<file path="config.mk">
export PLATFORM = sky130hd
export DESIGN_NAME = hawk_att_lkup_resp
export DESIGN_NICKNAME = d
export VERILOG_FILES = /design/src/rtl/hawk_att_lkup_resp.sv
export SDC_FILE = /design/constraint.sdc
export NUM_CORES = 1
export LEC_CHECK = 0
export BUFFER_PORTS_ARGS = -buffer_cell sky130_fd_sc_hd__buf_2
export CAP_MARGIN = 20
export CELL_PAD_IN_SITES_DETAIL_PLACEMENT = 0
export CELL_PAD_IN_SITES_GLOBAL_PLACEMENT = 1
export CORE_MARGIN = 10
export CORE_UTILIZATION = 31
export DETAILED_ROUTE_END_ITERATION = 6
export HOLD_SLACK_MARGIN = 0.06
export PLACE_DENSITY_LB_ADDON = 0.1
export SYNTH_ARGS = -nofsm -noshare
export SYNTH_HDL_FRONTEND = slang
export SYNTH_SLANG_ARGS = --single-unit
</file>
<file path="constraint.sdc">
create_clock -name clk_i -period 2.47 [get_ports clk_i]
set_clock_uncertainty 0.15 [all_clocks]
set_input_delay 0.494 -clock clk_i [delete_from_list [all_inputs] [get_ports clk_i]]
set_output_delay 0.494 -clock clk_i [all_outputs]
set_load 0.005 [all_outputs]
</file>
<file path="src/rtl/hawk_att_lkup_resp.sv">
// hawk_att_lkup_resp: ATT lookup responder; reads a page's ATT entry, classifies it, allocates and writes back unmapped pages
// ports: lkup_* request handshake, mem_rd_*/mem_wr_* DRAM port, free_pg_* free-list head/pop,
//        allow/tbl_update/tbl_update_done/infl/lkup_err result pulses, lkup_ppa_o result page, *_cnt_o saturating stats
module hawk_att_lkup_resp #(
  parameter int HPPA_W = 20,
  parameter int PPA_W = 20,
  parameter int ADDR_W = 64,
  parameter logic [63:0] ATT_BASE = 64'h8000_0000
) (
  input  logic              clk_i,
  input  logic              rst_ni,
  input  logic              lkup_vld_i,
  input  logic [HPPA_W-1:0] lkup_hppa_i,
  output logic              lkup_rdy_o,
  output logic              mem_rd_req_o,
  output logic [ADDR_W-1:0] mem_rd_addr_o,
  input  logic              mem_rd_gnt_i,
  input  logic              mem_rd_vld_i,
  input  logic [63:0]       mem_rd_data_i,
  output logic              mem_wr_req_o,
  output logic [ADDR_W-1:0] mem_wr_addr_o,
  output logic [63:0]       mem_wr_data_o,
  input  logic              mem_wr_done_i,
  input  logic              free_pg_vld_i,
  input  logic [PPA_W-1:0]  free_pg_i,
  output logic              free_pg_pop_o,
  output logic              allow_cpu_access_o,
  output logic              tbl_update_o,
  output logic              tbl_update_done_o,
  output logic              infl_o,
  output logic              lkup_err_o,
  output logic [PPA_W-1:0]  lkup_ppa_o,
  output logic [15:0]       hit_cnt_o,
  output logic [15:0]       alloc_cnt_o
);
  typedef enum logic [2:0] {IDLE, RD_REQ, RD_WAIT, DECODE, ALLOC, WR_REQ, DONE} state_t;
  state_t st_q, st_d;
  logic [ADDR_W-1:0] addr_q;
  logic [1:0] cls_q;
  logic [PPA_W-1:0] pg_q, ppa_q;
  logic [15:0] hit_cnt_q, alloc_cnt_q;
  logic take_rd, take_wr, hit_d, allow_q, upd_q, done_q, infl_q, err_q;
  logic unused_rd;
  // only the state field and the PPA field of a read entry carry meaning
  assign unused_rd = ^(mem_rd_data_i >> PPA_W);
  assign take_rd = st_q == RD_WAIT && mem_rd_vld_i;
  assign take_wr = st_q == WR_REQ && mem_wr_done_i;
  assign hit_d = take_rd && mem_rd_data_i[63:62] == 2'b01;
  always_comb begin
    st_d = st_q;
    case (st_q)
      IDLE:    st_d = lkup_vld_i ? RD_REQ : IDLE;
      RD_REQ:  st_d = mem_rd_gnt_i ? RD_WAIT : RD_REQ;
      RD_WAIT: st_d = mem_rd_vld_i ? DECODE : RD_WAIT;
      DECODE:  st_d = cls_q == 2'b00 ? ALLOC : IDLE;
      ALLOC:   st_d = free_pg_vld_i ? WR_REQ : ALLOC;
      WR_REQ:  st_d = mem_wr_done_i ? DONE : WR_REQ;
      default: st_d = IDLE;
    endcase
  end
  // result pulses are registered on the data/done cycle so they show up in DECODE/DONE
  always_ff @(posedge clk_i or negedge rst_ni) begin
    if (!rst_ni) begin
      st_q <= IDLE;
      addr_q <= '0;
      cls_q <= '0;
      pg_q <= '0;
      ppa_q <= '0;
      allow_q <= 1'b0;
      upd_q <= 1'b0;
      done_q <= 1'b0;
      infl_q <= 1'b0;
      err_q <= 1'b0;
      hit_cnt_q <= '0;
      alloc_cnt_q <= '0;
    end else begin
      st_q <= st_d;
      if (st_q == IDLE && lkup_vld_i) addr_q <= ADDR_W'(ATT_BASE) + ADDR_W'({lkup_hppa_i, 3'b000});
      if (take_rd) cls_q <= mem_rd_data_i[63:62];
      if (free_pg_pop_o) pg_q <= free_pg_i;
      allow_q <= hit_d;
      upd_q <= take_rd && mem_rd_data_i[63:62] == 2'b00;
      infl_q <= take_rd && mem_rd_data_i[63:62] == 2'b10;
      err_q <= take_rd && mem_rd_data_i[63:62] == 2'b11;
      done_q <= take_wr;
      if (hit_d) ppa_q <= mem_rd_data_i[PPA_W-1:0];
      else if (take_wr) ppa_q <= pg_q;
      if (hit_d && hit_cnt_q != 16'hFFFF) hit_cnt_q <= hit_cnt_q + 16'd1;
      if (take_wr && alloc_cnt_q != 16'hFFFF) alloc_cnt_q <= alloc_cnt_q + 16'd1;
    end
  end
  assign lkup_rdy_o = st_q == IDLE;
  assign mem_rd_req_o = st_q == RD_REQ;
  assign mem_rd_addr_o = addr_q;
  assign mem_wr_req_o = st_q == WR_REQ;
  assign mem_wr_addr_o = addr_q;
  assign mem_wr_data_o = mem_wr_req_o ? (64'(pg_q) | {2'b01, 62'd0}) : '0;
  assign free_pg_pop_o = st_q == ALLOC && free_pg_vld_i;
  assign allow_cpu_access_o = allow_q;
  assign tbl_update_o = upd_q;
  assign tbl_update_done_o = done_q;
  assign infl_o = infl_q;
  assign lkup_err_o = err_q;
  assign lkup_ppa_o = ppa_q;
  assign hit_cnt_o = hit_cnt_q;
  assign alloc_cnt_o = alloc_cnt_q;
endmodule

</file>
==> impl_metrics.tcl <==
set metrics [dict create \
    run_status "finished clean" \
    power_mw 5.745 \
    dr.pass1.iters 4 \
    cts_tree "yes" \
    synth_area_um2 5816 \
    drive_above_1_share 0.3733 \
    power_density_nw_per_um2 851.5 \
    path_cells "nor2b_2 > and3b_1 > buf_2" \
    final_common_cell "buf_2" \
    ys_ff_latch 103 \
    grt_pass1_vias 4414 \
    place_ws_ns 0.3558 \
    period_minus_slack_ns 2.319 \
    path_max_fanout 8 \
    power_frac_seq 0.453 \
    hold_viol 0 \
    io_pins 364 \
    clk_pin_slew_ns 0.07 \
    cts_buffers 9 \
    finalCritPeriodShare 0.9387 \
    intPower_mw 3.895 \
    rows 50 \
    worst_slack_ns 0.1515 \
    finalNonFillerCells 953 \
    rsz0062_at_grt "no" \
    cts_buffer_depth 2 \
    route.detailed.drc 0 \
    hp-class "in2reg" \
    avgViaCountPerCell 4.243 \
    p_comb_frac 0.304 \
    synth_cells 536 \
    crit_arrival_ns 1.67 \
    yosys_warnings 0 \
    drv_cap 0 \
    cp-start-kind "register" \
    switching_share 0.3221 \
    peakVddDrop_mv 0.3914 \
    avgSynthCellArea_um2 10.85 \
    ys_types 49 \
    p_sw_mw 1.851 \
    synth_flop_cell "dfrtp_1" \
    cp-end-kind "primary output" \
    detailed_place_hpwl_mm 13.71 \
    power_frac_clock 0.244 \
    coreArea_um2 18580 \
    synth_seq_area_share 0.4432 \
    tns_ns 0 \
    die_area_um2 24640 \
    vias 4044 \
    drtIter0Drc 135 \
    required_ns 1.83 \
    nets 826 \
    cts_max_level 3 \
    slowest_delay_ns 0.45 \
    clk-insertion-delay-late_ns 0.35 \
    grtUsageTotal 0.1315 \
    root_buffer "clkbuf_16" \
    cts_hold_buf 1 \
    cpMaxStageDelayCell "dfrtp_1" \
    gp_congestion 0.7436 \
    ant_nets 0 \
    leakage_nw 3.839 \
    synth_edf_count 0 \
    dpl.cell_count 935 \
    cts_resized 0 \
    grt_pass1_wl_mm 25.22 \
    io_buffers 192 \
    die_x_um 157.0 \
    max_freq_mhz 431.3 \
    finalSetupViolCount 0 \
    grt_max_degree 41 \
    area_delta_synth_final_pct 16.03 \
    initial_core_util 0.3130 \
    die_h_um 157.0 \
    hold_slack_ns 0.1955 \
    overflow 0 \
    maxSlewViolCount 0 \
    post_cts_buffers 0 \
    antenna_found_initial 1 \
    final_cell_mix "191 x buf_2, 129 x conb_1, 103 x dfrtp_1" \
    cts.sinks 103 \
    finalWirelength_mm 16.88 \
    crit_type "reg2out" \
    wl_per_cell_um 17.71 \
    async_flop_share 1.000 \
]
## Yosys cell counts (3+ instances only)
library cell / n / area [µm²]
buf_4: 154 / 1156
dfrtp_1: 103 / 2577
mux2_2: 32 / 360.4
nand2_1: 31 / 116.4
and3_1: 24 / 150.1
mux2i_1: 20 / 200.2
mux2_1: 19 / 214.0
xor2_1: 15 / 131.4
nand3_1: 14 / 70.07
nor3_1: 12 / 60.06
o21ai_0: 12 / 60.06
o21ai_1: 10 / 50.05
nand4_1: 9 / 56.30
buf_2: 7 / 35.03
clkbuf_1: 7 / 26.28
nor2_1: 7 / 26.28
xnor2_1: 6 / 52.55
nand4b_1: 4 / 35.03
nor2b_1: 4 / 25.02
and4_1: 3 / 26.28
nor4_4: 3 / 63.81
## layout make-up
cell class	instances	area [µm²]
sequential	103	2577
antenna	1	2.502
timing repair buffer	208	1099
fill	1963	11830
inverter	4	15.01
multi-input combinational	387	2466
clock buffer	12	266.5
tap	234	292.8
clock inverter	4	28.78
## final timing paths
check | startpoint | endpoint | slack (ns) | cells past startpoint
max | st_q[2] | free_pg_pop_o | 0.15 | 3
min | mem_rd_data_i[4] | lkup_ppa_o[4] | 0.20 | 3
max reg2reg | hit_cnt_o[0] | hit_cnt_o[1] | 0.39 | 5
min reg2reg | mem_rd_addr_o[31] | mem_rd_addr_o[31] | 0.35 | 1
max in group asynchronous | rst_ni | pg_q[1] | 1.09 | 3
min in group asynchronous | rst_ni | alloc_cnt_o[3] | 0.44 | 2
## critical path, delay by kind of cell (launching register included)
family                 cells  cell delay [ns]
and+or+nand+nor            2             0.67
DFF                        1             0.45
buffers and inverters      1             0.20
## state kept, by name, summed over array words and instances, names as in the netlist
register / flops
lkup_ppa_o: 20
hit_cnt_o: 16
lkup_err_o: 1
alloc_cnt_o: 16
pg_q: 20
cls_q: 2
infl_o: 1
allow_cpu_access_o: 1
mem_rd_addr_o: 21
tbl_update_done_o: 1
tbl_update_o: 1
st_q: 3
## power by group through the flow
stage	Combinational [mW]	Sequential, mW	Clock [mW]
6_report	1.75	2.60	1.40
5_1_grt	1.97	2.70	1.54
4_1_cts	1.79	2.61	1.48
3_5_place_dp	1.78	2.64	0
3_3_place_gp	1.78	2.61	0
2_1_floorplan	1.20	2.59	0
## layer usage
metal	part of all wire	routed length, µm	GRT usage	vias up
li1	-	-	-	1906
met1	0.38	6443	0.1430	1947
met2	0.51	8590	0.2334	177
met3	0.10	1681	0.05650	14
met4	0.0096	162	0.02562	0
met5	0	0	0	-
## cell families (layout without fill, tap and decap cells)
logic type                 Yosys count  after routing  share of synthesized area
buffers and inverters              174            228                     0.2158
and+or+nand+nor                    133            133                     0.1396
DFF                                103            103                     0.4432
muxes                               72             72                     0.1358
AOI/OAI and AO/OA                   30             30                    0.02905
xor gates and xnor gates            21             21                    0.03163
adders and majority gates            2              2                   0.004302
other                                1            130                  0.0006448
## per-stage QoR
stage | util | cell area [µm²]
2_1_floorplan | - | 6296
3_3_place_gp | 0.3466 | 6440
3_5_place_dp | 0.3466 | 6440
4_1_cts | 0.3630 | 6745
5_1_grt | 0.3632 | 6748
6_report | 0.3632 | 6748
No activity file was read; power rests on OpenSTA's default activity.
